==> src/rtl/text_console_writer_pkg.sv <==
// Shared console constants, control codes and the writer state type.
`default_nettype none

package text_console_writer_pkg;

  localparam int CONSOLE_COLS = 80;
  localparam int CONSOLE_ROWS = 25;

  localparam logic [7:0] ASCII_BS  = 8'h08;
  localparam logic [7:0] ASCII_TAB = 8'h09;
  localparam logic [7:0] ASCII_LF  = 8'h0A;
  localparam logic [7:0] ASCII_FF  = 8'h0C;
  localparam logic [7:0] ASCII_CR  = 8'h0D;

  typedef enum logic [1:0] {
    IDLE       = 2'd0,
    CLR_LINE   = 2'd1,
    CLR_SCREEN = 2'd2
  } console_state_t;

endpackage

`default_nettype wire

==> src/rtl/text_console_writer.sv <==
// Byte-stream console: tracks a cursor, interprets control codes and emits
// display-buffer writes, including line and screen fills.
`default_nettype none

module text_console_writer
  import text_console_writer_pkg::*;
#(
  parameter int         COLS      = CONSOLE_COLS,
  parameter int         ROWS      = CONSOLE_ROWS,
  parameter logic [7:0] FILL_CHAR = 8'h00
) (
  input  logic        clk,
  input  logic        resetn,
  input  logic        char_valid,
  input  logic [7:0]  char_data,
  output logic        char_ready,
  output logic        wen,
  output logic [10:0] write_addr,
  output logic [7:0]  write_data,
  output logic [6:0]  cursor_col,
  output logic [4:0]  cursor_row,
  output logic        busy
);

  if (COLS * ROWS > 2048) begin : g_size_check
    $error("text_console_writer: COLS*ROWS must not exceed 2048");
  end
  if (COLS > 128 || ROWS > 32) begin : g_dim_check
    $error("text_console_writer: COLS must be <= 128 and ROWS <= 32");
  end

  localparam logic [6:0]  LAST_COL     = 7'(COLS - 1);
  localparam logic [4:0]  LAST_ROW     = 5'(ROWS - 1);
  localparam logic [10:0] LAST_COL_IDX = 11'(COLS - 1);
  localparam logic [10:0] LAST_ADDR    = 11'(COLS * ROWS - 1);
  localparam logic [10:0] COLS_W       = 11'(COLS);
  localparam logic [7:0]  COLS_B       = 8'(COLS);

  console_state_t state_q, state_d;
  logic [6:0]  col_q, col_d;
  logic [4:0]  row_q, row_d;
  logic [10:0] line_base_q, line_base_d;
  logic [10:0] clr_idx_q, clr_idx_d;
  logic        wen_q, wen_d;
  logic [10:0] addr_q, addr_d;
  logic [7:0]  data_q, data_d;

  logic [4:0]  row_adv;
  logic [10:0] line_base_adv;
  logic [7:0]  tab_col;
  logic        tab_ovf;
  logic [10:0] glyph_addr;
  logic [10:0] clr_next;
  logic        accept;

  always_ff @(posedge clk or negedge resetn) begin
    if (!resetn) begin
      state_q     <= IDLE;
      col_q       <= '0;
      row_q       <= '0;
      line_base_q <= '0;
      clr_idx_q   <= '0;
      wen_q       <= 1'b0;
      addr_q      <= '0;
      data_q      <= '0;
    end else begin
      state_q     <= state_d;
      col_q       <= col_d;
      row_q       <= row_d;
      line_base_q <= line_base_d;
      clr_idx_q   <= clr_idx_d;
      wen_q       <= wen_d;
      addr_q      <= addr_d;
      data_q      <= data_d;
    end
  end

  // Row advance wraps to the top instead of scrolling.
  assign row_adv       = (row_q == LAST_ROW) ? 5'd0  : row_q + 5'd1;
  assign line_base_adv = (row_q == LAST_ROW) ? 11'd0 : line_base_q + COLS_W;
  assign tab_col       = {1'b0, col_q | 7'd7} + 8'd1;
  assign tab_ovf       = (tab_col >= COLS_B);
  assign glyph_addr    = line_base_q + {4'b0, col_q};
  assign clr_next      = clr_idx_q + 11'd1;
  assign accept        = char_valid && (state_q == IDLE);

  // Each fill write is registered one cycle ahead of the counter that
  // tracks it, so clr_idx names the write currently on the port. A wrap
  // entry preloads all-ones so the cycle showing the glyph issues index 0.
  always_comb begin
    state_d     = state_q;
    col_d       = col_q;
    row_d       = row_q;
    line_base_d = line_base_q;
    clr_idx_d   = clr_idx_q;
    wen_d       = 1'b0;
    addr_d      = addr_q;
    data_d      = data_q;

    case (state_q)
      IDLE: begin
        if (accept) begin
          if (char_data == ASCII_LF || (char_data == ASCII_TAB && tab_ovf)) begin
            col_d       = '0;
            row_d       = row_adv;
            line_base_d = line_base_adv;
            state_d     = CLR_LINE;
            clr_idx_d   = '0;
            wen_d       = 1'b1;
            addr_d      = line_base_adv;
            data_d      = FILL_CHAR;
          end else if (char_data == ASCII_TAB) begin
            col_d = tab_col[6:0];
          end else if (char_data == ASCII_CR) begin
            col_d = '0;
          end else if (char_data == ASCII_BS) begin
            if (col_q != 7'd0) begin
              col_d  = col_q - 7'd1;
              wen_d  = 1'b1;
              addr_d = glyph_addr - 11'd1;
              data_d = FILL_CHAR;
            end
          end else if (char_data == ASCII_FF) begin
            col_d       = '0;
            row_d       = '0;
            line_base_d = '0;
            state_d     = CLR_SCREEN;
            clr_idx_d   = '0;
            wen_d       = 1'b1;
            addr_d      = '0;
            data_d      = FILL_CHAR;
          end else begin
            wen_d  = 1'b1;
            addr_d = glyph_addr;
            data_d = char_data;
            if (col_q == LAST_COL) begin
              col_d       = '0;
              row_d       = row_adv;
              line_base_d = line_base_adv;
              state_d     = CLR_LINE;
              clr_idx_d   = '1;
            end else begin
              col_d = col_q + 7'd1;
            end
          end
        end
      end

      CLR_LINE: begin
        if (clr_idx_q == LAST_COL_IDX) begin
          state_d = IDLE;
        end else begin
          clr_idx_d = clr_next;
          wen_d     = 1'b1;
          addr_d    = line_base_q + clr_next;
          data_d    = FILL_CHAR;
        end
      end

      CLR_SCREEN: begin
        if (clr_idx_q == LAST_ADDR) begin
          state_d = IDLE;
        end else begin
          clr_idx_d = clr_next;
          wen_d     = 1'b1;
          addr_d    = clr_next;
          data_d    = FILL_CHAR;
        end
      end

      default: state_d = IDLE;
    endcase
  end

  assign char_ready = (state_q == IDLE);
  assign busy       = ~char_ready;
  assign wen        = wen_q;
  assign write_addr = addr_q;
  assign write_data = data_q;
  assign cursor_col = col_q;
  assign cursor_row = row_q;

endmodule

`default_nettype wire

==> config.mk <==
export PLATFORM = sky130hd
export DESIGN_NAME = text_console_writer
export DESIGN_NICKNAME = d
export VERILOG_FILES = /design/src/rtl/text_console_writer_pkg.sv /design/src/rtl/text_console_writer.sv
export SDC_FILE = /design/constraint.sdc
export NUM_CORES = 1
export LEC_CHECK = 0
export ABC_CLOCK_PERIOD_IN_PS = 3000
export CAP_MARGIN = 20
export CORE_UTILIZATION = 53
export CTS_CLUSTER_SIZE = 16
export DETAILED_ROUTE_END_ITERATION = 7
export PLACE_DENSITY = 0.78
export SLEW_MARGIN = 20
export SYNTH_ARGS = -nofsm -noshare
export SYNTH_HDL_FRONTEND = slang
export SYNTH_SLANG_ARGS = --single-unit
==> constraint.sdc <==
create_clock -name clk -period 3 [get_ports clk]
set_input_delay 0.9 -clock clk [delete_from_list [all_inputs] [get_ports clk]]
set_output_delay 0.9 -clock clk [all_outputs]
set_load 0.05 [all_outputs]
==> reports/qor.csv, run 1 <==
stage;metric;value;unit
power_and_ir_drop;combPwrFrac;0.675;
drt;postRouteAntennaNets;0;
worst_setup_path;path_max_fanout;7;
global_routing;first_global_vias;4498;
clock_tree;cts_sinks;56;
clock_tree;path_clk_slew;0.10;ns
power_and_ir_drop;internal-power;2540;uW
clock_tree;max-clock-path-buffers;2;
yosys;ys.flop_type;dfrtp_1;
timing;worstMarginPinSlew;0.689;ns
layout;multi_input_area;3040;um^2
layout;n_antenna_cell;0;
yosys;synth_top_area_share;0.309;
worst_setup_path;worstPathArrival;3.21;ns
yosys;netlist_top_cells_area;dfrtp_1, ha_1, o21ai_0, xnor2_1, a21oi_1;
power_and_ir_drop;switching_share;0.513;
yosys;ys_ff_latch;56;
global_routing;grt_max_degree;32;
layout;final_nets;708;
timing;fin_crit_sh;0.991;
drt;wl_per_cell;17.3;um
yosys;syn_avg_cell_area;8.07;um^2
clock_tree;cts_hold_buf;0;
worst_setup_path;path_class;in -> reg;
place;hpwl;9890;um
global_routing;gr-total-overflow;0;
clock_tree;cts_tree;done;
layout;fin_area;5880;um^2
die;start_util;0.549;
layout;final_cell_mix;buf_4, o21ai_0, dfrtp_1, nor2_1, inv_1;
yosys;synth_xor_xnor_area_share;0.0618;
drt;wl_met1;5840;um
die;io_pins;45;
drt;first_iter_violations;280;
yosys;yosys.area_share.simple;0.221;
layout;fillers;672;
yosys;yosysUniqueCellTypes;69;
drt;vias;4759;
die;die_y;94.5;um
worst_setup_path;crit_required;3.24;ns
status;outcome;finished clean;
yosys;seq_area_frac_synth;0.309;
drt;wl_met2;6190;um
flow_run;maxCapViolCount;0;
timing;rsz0062_at_grt;yes;
layout;ff_latch_area;1400;um^2
drt;via_per_inst;6.17;
yosys;synth_adder_area_share;0.0916;
yosys;synth_cells;562;
min_path;hp-class;reg -> reg;
place;place_area;5570;um^2
timing;fmax;0.336;GHz
die;rows;33;
power_and_ir_drop;power;5210;uW
power_and_ir_drop;ir_drop;0.471;mV
power_and_ir_drop;p_leak;0.00265;uW
yosys;yosysWarnings;0;
drt;drc_errors;0;
layout;area_growth;29.5;%
drt;top_layer;met4;
yosys;synth_mux_area_frac;0.00717;
clock_tree;cts_htree_levels;2;
global_routing;antenna_found_initial;0;
yosys;synth_edf_count;0;
yosys;synth-compound-area-share;0.251;
drt;drt_first_pass_iters;6;
timing;fin_crit;2.97;ns
place;io_buffers;44;
clock_tree;root_buffer;clkbuf_8;
die;die_w;94.5;um
timing;setup_viol_count_final;0;
yosys;syn_area;4540;um^2
worst_setup_path;crit_path_end_kind;flip-flop;
timing;finalHoldViolations;0;
yosys;synth_top_cell_by_area;dfrtp_1;
timing;slew_violations;0;
global_routing;grt.total_usage;0.300;
power_and_ir_drop;p_seq_frac;0.237;
drt;totalWireLength;13400;um
clock_tree;cts_made_buffers;5;
drt;wl_met3;966;um
yosys;synth_top_family_by_area;compound AO/OA/AOI/OAI gates;
global_routing;grt_pass1_wl;21100;um
worst_setup_path;cp-start-kind;primary input;
die;die_area;8930;um^2
die;core_area;8260;um^2
power_and_ir_drop;p_per_area;888;nW/um^2
layout;drive_gt1_frac;0.200;
layout;final_common_cell;buf_4;
power_and_ir_drop;p_sw;2680;uW
timing;slew_headroom;0.539;
power_and_ir_drop;clkPwrFrac;0.088;
yosys;synth.net_count;605;
clock_tree;clock_latency;0.32;ns
place;gp_congestion;0.922;
yosys;async_flop_share;1.00;
timing;fin_skew;0.0149;ns
-- cells in the mapped netlist (11+ instances only) --
library cell / n
xnor2_1: 24
inv_1: 38
dfrtp_1: 56
clkbuf_1: 19
a21oi_1: 38
nand2_1: 37
and3_1: 16
o21ai_0: 67
nand3_1: 31
a31oi_1: 11
ha_1: 30
nor3_1: 12
nor2_1: 48
-- area by class of cell --
| cell class | count | share of cell area |
|---|---|---|
| Clock buffer | 5 | 0.0117 |
| Clock inverter | 3 | 0.00426 |
| Inverter | 38 | 0.0243 |
| Multi-Input combinational cell | 440 | 0.517 |
| Sequential cell | 56 | 0.239 |
| Tap cell | 105 | 0.0224 |
| Timing Repair Buffer | 124 | 0.181 |
-- critical path, stage by stage --
cell and delay [ns]:
dlygate4sd2_1 0.25, or4_4 0.59, or3_4 0.41, nor3_2 0.25, o21ai_2 0.10, a21oi_2 0.17, nor2_4 0.09, buf_4 0.16
buf_4 0.15, a31oi_1 0.13
-- registers in the layout (all words and copies together), names as in the netlist --
register and count:
clr_idx_q 11, cursor_col 7, cursor_row 5, line_base_q 11, state_q 2, wen 1
write_addr 11, write_data 8
-- cell families after synthesis --
| group | count (synthesis) |
|---|---|
| fa+ha+maj | 32 |
| buf+inv | 66 |
| simple gates | 194 |
| flops | 56 |
| xor+xnor | 32 |
| mux | 3 |
| compound gates | 179 |
-- layer usage --
layer	vias to the layer above	global-route usage
li1	2258	-
met1	2268	0.404
met2	196	0.478
met3	37	0.0531
met4	0	0.121
met5	-	0
-- worst paths after layout --
check | cells past startpoint | endpoint | start | slack, ns
max | 10 | write_addr[8]$_DFFE_PN0P_ | char_data[4] | 0.03
max in group asynchronous | 2 | clr_idx_q[6]$_DFFE_PN0P_ | resetn | 1.82
min | 1 | cursor_row[4]$_DFFE_PN0P_ | cursor_row[4]$_DFFE_PN0P_ | 0.53
max reg2reg | 11 | write_addr[10]$_DFFE_PN0P_ | cursor_col[0]$_DFFE_PN0P_ | 0.10
min reg2reg | 1 | cursor_row[4]$_DFFE_PN0P_ | cursor_row[4]$_DFFE_PN0P_ | 0.53
min in group asynchronous | 1 | cursor_col[4]$_DFFE_PN0P_ | resetn | 0.59
-- metrics by stage --
step | util | setup TNS (ns) | setup WS, ns | cells | hold WS (ns)
after detailed placement | 0.674 | -28.29 | -0.665 | 757 | 0.507
after floorplan | - | -3.21 | -0.184 | 562 | 0.490
after CTS | 0.689 | 0 | 0.00826 | 766 | 0.533
after global placement | 0.674 | -24.59 | -0.551 | 757 | 0.499
final | 0.712 | 0 | 0.0263 | 771 | 0.531
after global routing | 0.712 | -0.138 | -0.0803 | 771 | 0.559
-- power by group through the flow --
stage / clock network (uW) / registers (uW) / logic (uW)
after floorplan: 0 / 1790 / 1740
after global placement: 0 / 1230 / 3230
after detailed placement: 0 / 1240 / 3320
after CTS: 463 / 1230 / 3360
after global routing: 495 / 1270 / 3800
final: 458 / 1240 / 3520
-- what timing repair did --
action,CTS,global route
setup endpoints to repair,51,45
gates cloned,0,2
pin swaps,12,12
resized for setup,13,34
setup buffers,1,3
(Power assumes the default switching activity.)
==> run 2: changes to the inputs <==
--- a/config.mk
+++ b/config.mk
@@ -8,6 +8,7 @@
 export ABC_CLOCK_PERIOD_IN_PS = 3000
 export CAP_MARGIN = 20
 export CORE_UTILIZATION = 53
+export CTS_CLUSTER_DIAMETER = 120
 export CTS_CLUSTER_SIZE = 16
 export DETAILED_ROUTE_END_ITERATION = 7
 export PLACE_DENSITY = 0.78
==> results of run 2 <==
Final layout, timing and power as in run 1 (identical DEF).
==> run 3: changes to the inputs <==
--- a/config.mk
+++ b/config.mk
@@ -5,13 +5,15 @@
 export SDC_FILE = /design/constraint.sdc
 export NUM_CORES = 1
 export LEC_CHECK = 0
+export ABC_AREA = 1
 export ABC_CLOCK_PERIOD_IN_PS = 3000
 export CAP_MARGIN = 20
 export CORE_UTILIZATION = 53
+export CTS_BUF_LIST = sky130_fd_sc_hd__clkbuf_4 sky130_fd_sc_hd__clkbuf_8 sky130_fd_sc_hd__clkbuf_16
 export CTS_CLUSTER_DIAMETER = 120
 export CTS_CLUSTER_SIZE = 16
 export DETAILED_ROUTE_END_ITERATION = 7
-export PLACE_DENSITY = 0.78
+export PLACE_DENSITY = 0.77
 export SLEW_MARGIN = 20
 export SYNTH_ARGS = -nofsm -noshare
 export SYNTH_HDL_FRONTEND = slang
==> run 3 against run 2 <==
Compared with the run above:
- the flow now finishes with violations (design-rule violations)
- flip-flop and latch count unchanged
- critical path depth up 10
- via count up 8.6%
- critical path type is now reg -> reg
- critical endpoint is now write_addr[9]$_DFFE_PN0P_
==> reports/qor.csv, run 3 <==
stage;metric;value;unit;change
status;outcome;finished with violations;;
status;violations;design-rule violations;;
layout;n_antenna_cell;0;;unchanged
yosys;synth_cells;743;;+32%
layout;final_common_cell;nand2_1;;
power_and_ir_drop;power;6460;uW;+24%
global_routing;grt_pass1_wl;24000;um;+14%
yosys;synth_top_cell_by_area;dfrtp_1;;
yosys;synth_top_cells_by_count;nand2_1, inv_1, nor2_1;;
place;hpwl;11600;um;+18%
clock_tree;cts_hold_buf;0;;unchanged
drt;via_per_inst;5.60;;-9.2%
place;gp_congestion;0.929;;+0.67%
drt;totalWireLength;14500;um;+8.5%
worst_setup_path;r2r_slack;0.17;ns;+0.07 ns
clock_tree;cts_made_buffers;5;;unchanged
global_routing;grt_max_degree;34;;+6.3%
power_and_ir_drop;ir_drop;0.904;mV;+92%
timing;fin_crit;2.83;ns;-0.139 ns
yosys;synth_most_common_cell;nand2_1;;
clock_tree;cts_sinks;56;;unchanged
power_and_ir_drop;p_leak;0.00298;uW;+12%
layout;drive_gt1_frac;0.123;;-0.0768
place;io_buffers;44;;unchanged
die;die_w;98.5;um;+4.2%
yosys;syn_avg_cell_area;6.64;um^2;-18%
timing;slew_violations;0;;unchanged
yosys;ys.flop_type;dfrtp_1;;
timing;rsz0062_at_grt;yes;;
global_routing;antenna_found_initial;0;;unchanged
yosys;synth.net_count;786;;+30%
yosys;yosysWarnings;0;;unchanged
clock_tree;root_buffer;clkbuf_8;;
clock_tree;clock_latency;0.32;ns;about the same
yosys;netlist_top_cells_area;dfrtp_1, nand2_1, ha_1, inv_1, nand3_1;;
worst_setup_path;path_max_fanout;7;;unchanged
clock_tree;cts_tree;done;;
clock_tree;post_cts_resized;0;;-13
die;io_pins;45;;unchanged
timing;fmax;0.353;GHz;+4.9%
yosys;syn_area;4930;um^2;+8.7%
die;die_y;98.5;um;+4.2%
timing;fin_skew;0.00791;ns;-0.00694 ns
timing;worstMarginPinSlew;0.649;ns;-0.0402 ns
clock_tree;max-clock-path-buffers;2;;unchanged
layout;final_nets;856;;+21%
timing;setup-tns-final;0;ns;unchanged
clock_tree;post_cts_buffers;0;;-1
global_routing;first_global_vias;4943;;+9.9%
global_routing;gr-total-overflow;0;;unchanged
clock_tree;path_clk_slew;0.11;ns;about the same
worst_setup_path;cp-start-kind;flip-flop;;
timing;setup_viol_count_final;0;;unchanged
die;core_area;8850;um^2;+7.2%
flow_run;maxCapViolCount;0;;unchanged
timing;finalHoldViolations;0;;unchanged
drt;vias;5166;;+8.6%
clock_tree;cts_htree_levels;2;;unchanged
yosys;synth_edf_count;0;;unchanged
yosys;seq_area_frac_synth;0.284;;-0.0247
timing;fin_crit_sh;0.945;;-0.0463
yosys;async_flop_share;1.00;;unchanged
global_routing;grt.total_usage;0.315;;+0.0153
drt;drt_first_pass_iters;7;;+1
die;start_util;0.557;;+0.00787
layout;final_cell_mix;nand2_1, inv_1, nor2_1, nand3_1, dfrtp_1;;
min_path;hp-class;reg -> reg;;
timing;slew_headroom;0.567;;+0.0280
yosys;ys_ff_latch;56;;unchanged
worst_setup_path;crit_path_end_kind;flip-flop;;
worst_setup_path;path_class;reg -> reg;;
layout;area_growth;18.6;%;
drt;postRouteAntennaNets;0;;unchanged
die;die_area;9690;um^2;+8.5%
worst_setup_path;crit_required;3.22;ns;-0.02 ns
drt;wl_per_cell;15.7;um;-9.3%
die;rows;34;;+3.0%
drt;drc_errors;6;;+6
worst_setup_path;worstPathArrival;3.05;ns;-0.16 ns
power_and_ir_drop;p_per_area;1110;nW/um^2;+25%
yosys;yosysUniqueCellTypes;45;;-35%
yosys;synth_top_area_share;0.284;;-0.0247
drt;first_iter_violations;362;;+29%
## run 3: cell types whose count changed after synthesis, sizes merged, moves of 7 or more
cell / delta
a21oi: -12
nor2b: -8
nand4: +11
nand2: +178
and3: -17
xnor2: -23
clkbuf: -14
inv: +66
o22ai: +7
nor2: +31
nand3: +33
a31oi: -9
## run 3: power by group
part           switching, uW  internal [uW]
Combinational           3010           1530
Sequential               326           1050
Clock                    267            274
## run 3: area by class of cell
| class | count | area [um^2] |
|---|---|---|
| multi-input cells | 566 | 3080 |
| fillers | 826 | 3000 |
| flip-flops and latches | 56 | 1400 |
| repair buffers | 80 | 723 |
| inverters | 104 | 390 |
| well taps | 108 | 135 |
| clock buffers | 6 | 82.6 |
| clock inverters | 2 | 38.8 |
## run 3: through the flow
stage,setup WS [ns],hold WS (ns),instance area (um^2),utilization,std cells
2_1_floorplan,0.455,0.491,4930,-,743
3_3_place_gp,0.0134,0.463,5670,0.641,914
3_5_place_dp,-0.0502,0.472,5670,0.641,914
4_1_cts,0.0305,0.499,5790,0.655,922
5_1_grt,-0.0655,0.515,5850,0.661,922
6_report,0.165,0.497,5850,0.661,922
## run 3: routing by layer
layer,track usage,share of wire
met4,0.101,0.024
met3,0.0355,0.062
met2,0.501,0.44
met1,0.452,0.47
met5,0,0
## run 3: critical path: stages (launching register included)
cell	delay (ns)
dfrtp_1	0.40
ha_2	0.20
nand2_1	0.07
nor2_2	0.13
nand2_1	0.12
nor2_4	0.14
nand2_1	0.10
xor2_2	0.18
inv_1	0.07
ha_2	0.31
nand2_1	0.07
nor2_1	0.05
nand3_1	0.08
nand4_1	0.13
or2_2	0.30
nand3_1	0.08
nand2_1	0.09
nand2_1	0.08
nand2_1	0.05
nand2_1	0.05
nand2_1	0.05
## run 3: logic make-up (layout without fill, tap and decap cells)
family	Yosys count	after routing	synth area share
xor gates and xnor gates	12	12	0.0213
AOI/OAI and AO/OA	125	125	0.147
and+or+nand+nor	397	397	0.361
buffers and inverters	121	192	0.102
DFF	56	56	0.284
adders and majority gates	32	32	0.0842
## run 3: final timing paths
check	startpoint	endpoint	cells after the start
min in group asynchronous	resetn	write_data[0]$_DFFE_PN0P_	1
min	write_data[3]$_DFFE_PN0P_	write_data[3]$_DFFE_PN0P_	2
max	clr_idx_q[1]$_DFFE_PN0P_	write_addr[9]$_DFFE_PN0P_	20
max reg2reg	clr_idx_q[1]$_DFFE_PN0P_	write_addr[9]$_DFFE_PN0P_	20
max in group asynchronous	resetn	clr_idx_q[6]$_DFFE_PN0P_	2
min reg2reg	write_data[3]$_DFFE_PN0P_	write_data[3]$_DFFE_PN0P_	2
